$ cat src/rtl/c432_seq_pkg.sv
// Shared types and constants for the c432 fault-emulation campaign sequencer.
// lfsr_next() is the reference step of the stimulus generator.
package c432_seq_pkg;
    localparam int IN_W       = 36;
    localparam int OUT_W      = 7;
    localparam int CNT_W      = 32;
    localparam int LFSR_TAP_A = 36;
    localparam int LFSR_TAP_B = 25;

    typedef enum logic [2:0] {
        IDLE,
        LOAD,
        APPLY,
        COMPARE,
        DONE
    } seq_state_e;

    function automatic logic [IN_W-1:0] lfsr_next(input logic [IN_W-1:0] s);
        return {s[IN_W-2:0], s[LFSR_TAP_A-1] ^ s[LFSR_TAP_B-1]};
    endfunction
endpackage

$ cat src/rtl/c432_seq_lfsr.sv
// Fibonacci LFSR that shifts left, with feedback into bit 0.
// A zero seed is replaced by 1 so the register never locks up.
module c432_seq_lfsr #(
    parameter int W     = 36,
    parameter int TAP_A = 36,
    parameter int TAP_B = 25
) (
    input  logic         clk,
    input  logic         rst_n,
    input  logic         load_i,
    input  logic         step_i,
    input  logic [W-1:0] seed_i,
    output logic [W-1:0] value_o
);
    logic [W-1:0] lfsr_q, lfsr_d;

    always_comb begin
        lfsr_d = lfsr_q;
        if (load_i) begin
            lfsr_d = (seed_i == '0) ? W'(1) : seed_i;
        end else if (step_i) begin
            lfsr_d = {lfsr_q[W-2:0], lfsr_q[TAP_A-1] ^ lfsr_q[TAP_B-1]};
        end
    end

    always_ff @(posedge clk) begin
        if (!rst_n) lfsr_q <= '0;
        else        lfsr_q <= lfsr_d;
    end

    assign value_o = lfsr_q;
endmodule

$ cat src/rtl/c432_campaign_sequencer.sv
// Runs one fault-emulation campaign over a golden/faulty c432 pair: LFSR stimulus,
// settle wait, response compare, vector/mismatch counting and first-failure capture.
module c432_campaign_sequencer
    import c432_seq_pkg::*;
#(
    parameter int SETTLE_CYCLES = 2
) (
    input  logic             clk,
    input  logic             rst_n,
    input  logic             start_i,
    input  logic             abort_i,
    input  logic [CNT_W-1:0] num_vectors_i,
    input  logic [IN_W-1:0]  seed_i,
    output logic [IN_W-1:0]  dut_in_o,
    input  logic [OUT_W-1:0] golden_out_i,
    input  logic [OUT_W-1:0] faulty_out_i,
    output logic             busy_o,
    output logic             done_o,
    output logic [CNT_W-1:0] vec_cnt_o,
    output logic [CNT_W-1:0] mismatch_cnt_o,
    output logic             err_pulse_o,
    output logic [IN_W-1:0]  first_fail_vec_o,
    output logic             first_fail_valid_o
);
    localparam int SET_W = (SETTLE_CYCLES > 1) ? $clog2(SETTLE_CYCLES) : 1;
    localparam logic [SET_W-1:0] SETTLE_LOAD = SET_W'(SETTLE_CYCLES - 1);

    seq_state_e       state_q, state_d;
    logic [SET_W-1:0] settle_q, settle_d;
    logic [CNT_W-1:0] num_q, num_d;
    logic [CNT_W-1:0] vec_cnt_q, vec_cnt_d;
    logic [CNT_W-1:0] mm_cnt_q, mm_cnt_d;
    logic [IN_W-1:0]  seed_q, seed_d;
    logic [IN_W-1:0]  ff_vec_q, ff_vec_d;
    logic             ff_valid_q, ff_valid_d;
    logic             err_q, err_d;
    logic             lfsr_load, lfsr_step;
    logic [IN_W-1:0]  lfsr_val;

    c432_seq_lfsr #(
        .W     (IN_W),
        .TAP_A (LFSR_TAP_A),
        .TAP_B (LFSR_TAP_B)
    ) u_lfsr (
        .clk     (clk),
        .rst_n   (rst_n),
        .load_i  (lfsr_load),
        .step_i  (lfsr_step),
        .seed_i  (seed_q),
        .value_o (lfsr_val)
    );

    always_comb begin
        state_d    = state_q;
        settle_d   = settle_q;
        num_d      = num_q;
        seed_d     = seed_q;
        vec_cnt_d  = vec_cnt_q;
        mm_cnt_d   = mm_cnt_q;
        ff_vec_d   = ff_vec_q;
        ff_valid_d = ff_valid_q;
        err_d      = 1'b0;
        lfsr_load  = 1'b0;
        lfsr_step  = 1'b0;

        // Abort suppresses every update of the cycle, so partial results stay as they were.
        if (abort_i) begin
            state_d = IDLE;
        end else begin
            case (state_q)
                IDLE: begin
                    if (start_i) begin
                        num_d   = num_vectors_i;
                        seed_d  = seed_i;
                        state_d = LOAD;
                    end
                end
                LOAD: begin
                    lfsr_load  = 1'b1;
                    vec_cnt_d  = '0;
                    mm_cnt_d   = '0;
                    ff_vec_d   = '0;
                    ff_valid_d = 1'b0;
                    settle_d   = SETTLE_LOAD;
                    state_d    = (num_q == '0) ? DONE : APPLY;
                end
                APPLY: begin
                    if (settle_q == '0) state_d = COMPARE;
                    else                settle_d = settle_q - SET_W'(1);
                end
                COMPARE: begin
                    vec_cnt_d = vec_cnt_q + CNT_W'(1);
                    if (golden_out_i != faulty_out_i) begin
                        err_d = 1'b1;
                        if (mm_cnt_q != '1) mm_cnt_d = mm_cnt_q + CNT_W'(1);
                        if (!ff_valid_q) begin
                            ff_vec_d   = lfsr_val;
                            ff_valid_d = 1'b1;
                        end
                    end
                    if (vec_cnt_d == num_q) begin
                        state_d = DONE;
                    end else begin
                        lfsr_step = 1'b1;
                        settle_d  = SETTLE_LOAD;
                        state_d   = APPLY;
                    end
                end
                DONE:    state_d = IDLE;
                default: state_d = IDLE;
            endcase
        end
    end

    always_ff @(posedge clk) begin
        if (!rst_n) begin
            state_q    <= IDLE;
            settle_q   <= '0;
            num_q      <= '0;
            seed_q     <= '0;
            vec_cnt_q  <= '0;
            mm_cnt_q   <= '0;
            ff_vec_q   <= '0;
            ff_valid_q <= 1'b0;
            err_q      <= 1'b0;
        end else begin
            state_q    <= state_d;
            settle_q   <= settle_d;
            num_q      <= num_d;
            seed_q     <= seed_d;
            vec_cnt_q  <= vec_cnt_d;
            mm_cnt_q   <= mm_cnt_d;
            ff_vec_q   <= ff_vec_d;
            ff_valid_q <= ff_valid_d;
            err_q      <= err_d;
        end
    end

    assign dut_in_o           = lfsr_val;
    assign busy_o             = (state_q == LOAD) || (state_q == APPLY) || (state_q == COMPARE);
    assign done_o             = (state_q == DONE);
    assign vec_cnt_o          = vec_cnt_q;
    assign mismatch_cnt_o     = mm_cnt_q;
    assign err_pulse_o        = err_q;
    assign first_fail_vec_o   = ff_vec_q;
    assign first_fail_valid_o = ff_valid_q;
endmodule

$ cat config.mk
export PLATFORM = sky130hd
export DESIGN_NAME = c432_campaign_sequencer
export DESIGN_NICKNAME = d
export VERILOG_FILES = /design/src/rtl/c432_seq_pkg.sv /design/src/rtl/c432_seq_lfsr.sv /design/src/rtl/c432_campaign_sequencer.sv
export SDC_FILE = /design/constraint.sdc
export NUM_CORES = 1
export LEC_CHECK = 0
export ABC_CLOCK_PERIOD_IN_PS = 5150
export CAP_MARGIN = 40
export CORE_MARGIN = 3
export CORE_UTILIZATION = 25
export CTS_BUF_LIST = sky130_fd_sc_hd__clkbuf_16
export DETAILED_ROUTE_END_ITERATION = 10
export PLACE_DENSITY = 0.52
export SLEW_MARGIN = 10
export SYNTH_ARGS = -nofsm -noshare
export SYNTH_HDL_FRONTEND = slang
export SYNTH_SLANG_ARGS = --single-unit
$ cat constraint.sdc
create_clock -name clk -period 5.15 [get_ports clk]
set_input_delay 1.545 -clock clk [delete_from_list [all_inputs] [get_ports clk]]
set_output_delay 1.545 -clock clk [all_outputs]
set_load 0.03 [all_outputs]
* Word-level counts from Yosys, hierarchy flattened
Cells that the tools add are included. W data, S select, Z words.
Storage, ports and cells: flip-flop bits (word level) 210, output and inout port bits 140, input port bits 86
Cells by class: $add $sub $neg 3, muxes and demuxes 26, reduce and logical (&&, ||, !) cells 17, equality and inequality tests 13, bitwise gates (word level) 4
Operator list (count):
- $mux W36 | 5
- $pmux W32 S2 | 2
- $pmux W36 S2 | 1
- $add A32 B1 Y32 const B | 2
- $mux W32 | 2
- $logic_not A36 Y1 | 1
- $eq A32 B32 Y1 | 1
- $logic_not A32 Y1 | 1
- $ne A32 B32 Y1 const B | 1
- $mux W3 | 4
- $ne A2 B2 Y1 const B | 6
- $pmux W3 S4 | 1
- $mux W1 | 9
- $reduce_and A3 Y1 | 3
- $reduce_and A4 Y1 | 2
- $ne A7 B7 Y1 | 1
- $eq A3 B2 Y1 const B | 2
- $reduce_and A2 Y1 | 2
- $reduce_bool A2 Y1 | 2
- $eq A3 B1 Y1 const B | 1
- $eq A3 B3 Y1 const B | 1
- $logic_not A3 Y1 | 1
- $not A1 Y1 | 3
- $pmux W1 S3 | 1
- 7 further kinds | 8

* Longest topological paths before layout
depth in word-level cells 7, depth in mapped cells 14, depth with buffers taken out 10

* By module
A second synthesis with hierarchy kept.
Unflattened totals: cells, all modules 1277, area, all modules 10372.4 µm²
By module, submodules not included:
- c432_campaign_sequencer | cells an instance 1066, seq. area each 3483.3 µm², times used 1, area each 8550.7 µm²
- c432_seq_lfsr | cells an instance 211, seq. area each 720.7 µm², times used 1, area each 1821.7 µm²

* Worst setup path after synthesis
OpenSTA, ideal clock, no wires.
kind register to register, from register vec_cnt_q[1] (netlist: vec_cnt_o[1]), to register u_lfsr.lfsr_q[24] (netlist: u_lfsr.value_o[24]), period minus slack after synthesis 3.487 ns, arrival 3.361 ns, required time 5.024 ns, setup slack 1.663 ns, stages on the path, launching flop included 15, cell sequence dfxtp_1 -> ha_1 -> buf_4 -> nand3_4 -> or4_1 -> clkbuf_2 -> or4_1 -> a211oi_1 -> and4_1 -> buf_4 -> nor2_4 -> buf_6 -> a221o_1 -> o211ai_1 -> nand3_1
Between the ends: word-level cells in the longest chain between the ends 6
Ends and longest elaborated chain:
- start, declared | RTL line c432_campaign_sequencer.sv:31 | logic [CNT_W-1:0] vec_cnt_q, vec_cnt_d;
- start signal, assigned | RTL line c432_campaign_sequencer.sv:131 | vec_cnt_q <= vec_cnt_d;
- $add A32 B1 Y32 | RTL line c432_campaign_sequencer.sv:92 | vec_cnt_d = vec_cnt_q + CNT_W'(1);
- $eq A32 B32 Y1 | RTL line c432_campaign_sequencer.sv:101 | if (vec_cnt_d == num_q) begin
- $mux W1 | RTL line c432_campaign_sequencer.sv:101
- $mux W1 | RTL line c432_campaign_sequencer.sv:70 | case (state_q)
- $mux W1 | RTL line c432_campaign_sequencer.sv:67 | if (abort_i) begin
- $reduce_bool A2 Y1 (no source line)
- end signal, assigned | RTL line c432_seq_lfsr.sv:28 | else lfsr_q <= lfsr_d;
- end, declared | RTL line c432_seq_lfsr.sv:15 | logic [W-1:0] lfsr_q, lfsr_d;
No other way between the ends. A chain may end at the register's enable or synchronous reset.

* Final worst setup path
from register vec_cnt_q[0] (netlist: vec_cnt_o[0]), to register u_lfsr.lfsr_q[21] (netlist: u_lfsr.value_o[21])
The elaborated chain is that of the path after synthesis.

==> summary.txt <==
Critical path
  – FF-to-FF Start: vec_cnt_o[0]
  – CP startpoint: vec_cnt_o[0]
  – Crit path max fanout: 20
  – End of the critical path: u_lfsr.value_o[21]
  – Crit path arrival time: 4.60 ns
  – Crit path depth: 11
  – CP peak stage delay: 0.68 ns
  – R2R depth: 11
  – Reg2reg setup slack: 0.98 ns
  – Worst r2r dst: u_lfsr.value_o[21]
  – Slowest stage cell, crit path: or4_1
  – Crit Path Category: reg2reg
  – CP cell instances: ha_1 > nand3_4 > or4_1 > or4_1 > a211oi_1 > and4_1 > nor2_4 > buf_16 > a221o_1 > o211ai_1 > nand3_1
  – Most frequent CP cell: or4_1
  – Critical Path Start Type: flop
  – Critical Path RT: 5.58 ns
  – CP Buf/Inv Count: 1
  – Family with the most delay on the worst path: simple AND/OR/NAND/NOR gates
  – CP Capture Type: flop

Clock network
  – Sink Count: 210
  – Post_cts resized: 0
  – # H-tree levels: 1
  – CTS max path bufs: 3
  – Clk_lat worst skew: 0.56 ns
  – TritonCTS clock tree: done
  – Num CTS Buffers: 27
  – CTS root buffer: clkbuf_16
  – Post-CTS Setup Inserts: 0
  – Reg clk slew, reported paths: 0.06 ns
  – CTS Hold Bufs: 0

Logic synthesis
  – Cell variety after synth: 60
  – Top area cells in the synthesized netlist: dfxtp_1 38%, nand2_1 7.1%, a21boi_0 5.0%, nand3_1 4.5%, nor2b_1 3.6%
  – Share of the synthesized area in the top cell type: 0.382
  – Share of the yosys chip area belonging to registers: 0.382
  – Synth area leader: dfxtp_1
  – Post-synth EDFFs: 0
  – Fraction of registers with async set/reset: 0
  – Mean Syn Cell Area: 8.11 um2
  – Synthesis warning total: 0
  – Post-synth top flop: dfxtp_1
  – Syn Std Cell Area: 11000 um2
  – #FFs+latches synth: 210
  – Syn_nets: 1446
  – Mapped Cells: 1358

Global route
  – Number of global-route vias before repair: 10600
  – Wire length of the first global-routing pass: 61500 um
  – GRT overflow: 0
  – GRT Overall Usage: 0.163
  – Largest net degree at the start of global routing: 71
  – Initial antenna violation count: 0

STA
  – Tmin final: 4.17 ns
  – Final Max Slew Viols: 0
  – Fmax: 240 MHz
  – Final hold vios: 0
  – Post-route clock period utilization: 0.810
  – Worst Tran Pin Value: 0.841 ns
  – Unrepaired setup endpoints after global routing: no
  – Final Skew: 0.00786 ns
  – Final setup violation count: 0
  – Setup TNS: 0 ns
  – Slew HR: 0.432

Finish
  – Layout Nets: 1615
  – Fraction of layout cells with a size suffix above 1: 0.0523
  – Commonest non-fill, non-tap cells in the layout: 224 x clkdlybuf4s50_1, 209 x dfxtp_1, 207 x nand2_1, 97 x nand3_1, 74 x a21boi_0
  – Fillers: 4536
  – Most common cell after layout, fill and taps aside: clkdlybuf4s50_1
  – Area Growth Syn to Fin: 33.1%
  – Diode count: 0

Drt
  – Routed Antenna Nets: 0
  – Via density: 5.10
  – DR pass1 iterations: 5
  – Via count: 10900
  – Post-route DRC: 0
  – Initial drt markers: 649
  – WL/cell: 18.7 um
  – DRT Wirelength: 39800 um

Placed design
  – IO Port Bufs: 225
  – DP Wirelength: 27000 um
  – Final GP Congestion: 0.845

Floorplan
  – DIE HEIGHT: 216 um
  – Initial core utilization: 0.255
  – Rows: 76
  – Die area: 46600 um2
  – Top Ports: 226
  – Placeable Area: 43300 um2
  – Die width: 216 um

Run status
  – Status: finished clean

Power
  – Peak VDD IR: 0.187 mV
  – Total Power: 3940 uW
  – Leak: 0.00475 uW
  – Power Density: 269 nW/um2

Min path
  – Hold Crit Class: reg2reg

Flow run
  – Max-Cap Viols: 0
-- routing by layer --
layer	track usage	vias up	part of all wire
met3	0.0286	59	0.061
met4	0.0514	0	0.025
met2	0.262	318	0.45
met1	0.222	5276	0.46
li1	-	5233	-
met5	0	-	0
-- per-stage QoR --
| step | utilization | instances | hold WS, ns | area (um2) | setup WS, ns |
|---|---|---|---|---|---|
| global route | 0.339 | 2133 | 0.513 | 14700 | 0.714 |
| floorplan | - | 1358 | 0.452 | 11000 | 1.66 |
| finish | 0.339 | 2133 | 0.486 | 14700 | 0.976 |
| detailed placement | 0.319 | 2083 | 0.479 | 13800 | 0.449 |
| global placement | 0.318 | 2081 | 0.473 | 13800 | 0.560 |
| CTS | 0.339 | 2133 | 0.487 | 14700 | 1.01 |
-- state kept, by name, indices dropped and copies added, names as in the netlist --
name                count
num_q                  32
vec_cnt_o              32
seed_q                 36
state_q                 3
u_lfsr.value_o         36
settle_q                1
first_fail_vec_o       36
err_pulse_o             1
first_fail_valid_o      1
mismatch_cnt_o         32
-- worst register-to-register path, stage by stage (launching register included) --
cell      delay (ns)
dfxtp_1         0.52
ha_1            0.48
nand3_4         0.19
or4_1           0.68
or4_1           0.54
a211oi_1        0.34
and4_1          0.42
nor2_4          0.18
buf_16          0.20
a221o_1         0.31
o211ai_1        0.09
nand3_1         0.10
-- final cells by class --
class                   count  area (um2)  share of cell area
clock buffers              27         676              0.0461
clock inverters            23         179              0.0122
inverters                  16        60.1             0.00410
multi-input cells        1022        6310               0.430
flip-flops and latches    210        4210               0.287
well taps                 585         732              0.0499
repair buffers            250        2500               0.171
-- where the power goes --
| part | switching, uW | internal [uW] | total [uW] |
|---|---|---|---|
| Clock | 765 | 1100 | 1860 |
| Combinational | 192 | 168 | 360 |
| Sequential | 55.0 | 1660 | 1720 |
| Total | 1010 | 2930 | 3940 |
-- how the worst min path moves through the flow --
stage / from / to / slack (ns) / cells after the start
2_1_floorplan: seed_q[34] / seed_q[34] / 0.45 / 2
3_3_place_gp: seed_q[0] / seed_q[0] / 0.47 / 2
3_5_place_dp: seed_q[0] / seed_q[0] / 0.48 / 2
4_1_cts: seed_q[0] / seed_q[0] / 0.49 / 2
5_1_grt: num_q[11] / num_q[11] / 0.51 / 2
6_report: seed_q[0] / seed_q[0] / 0.49 / 2
-- cells by family (layout without fill, tap and decap cells) --
| kind of cell | after synthesis | count (layout) | share of synthesized area |
|---|---|---|---|
| AND/OR/NAND/NOR | 617 | 617 | 0.284 |
| AO/OA/AOI/OAI | 293 | 293 | 0.192 |
| flip-flops | 210 | 210 | 0.382 |
| buffers and inverters | 126 | 316 | 0.0491 |
| XOR/XNOR | 72 | 72 | 0.0572 |
| multiplexers | 38 | 38 | 0.0346 |
| adder cells (fa/ha/maj) | 2 | 2 | 0.00227 |
-- cells in the mapped netlist, drive strengths merged, types with 2 or more instances --
cell	number
o2111ai	2
and2	7
and4	10
a22oi	38
a211oi	3
nor3	39
a31oi	3
nand3	99
inv	15
o211ai	36
xor2	29
a21o	3
and4b	3
nor3b	2
a21oi	40
nand4	25
or3	46
o41ai	3
buf	28
or4	7
dfxtp	210
nor2	59
o21a	12
o21ai	36
xnor2	43
a221o	34
ha	2
nor4	28
nand2b	3
a21boi	74
o311ai	3
nor2b	64
nand2	208
and3	11
clkbuf	82
mux2i	37
Power figures use the tool's default switching activity.
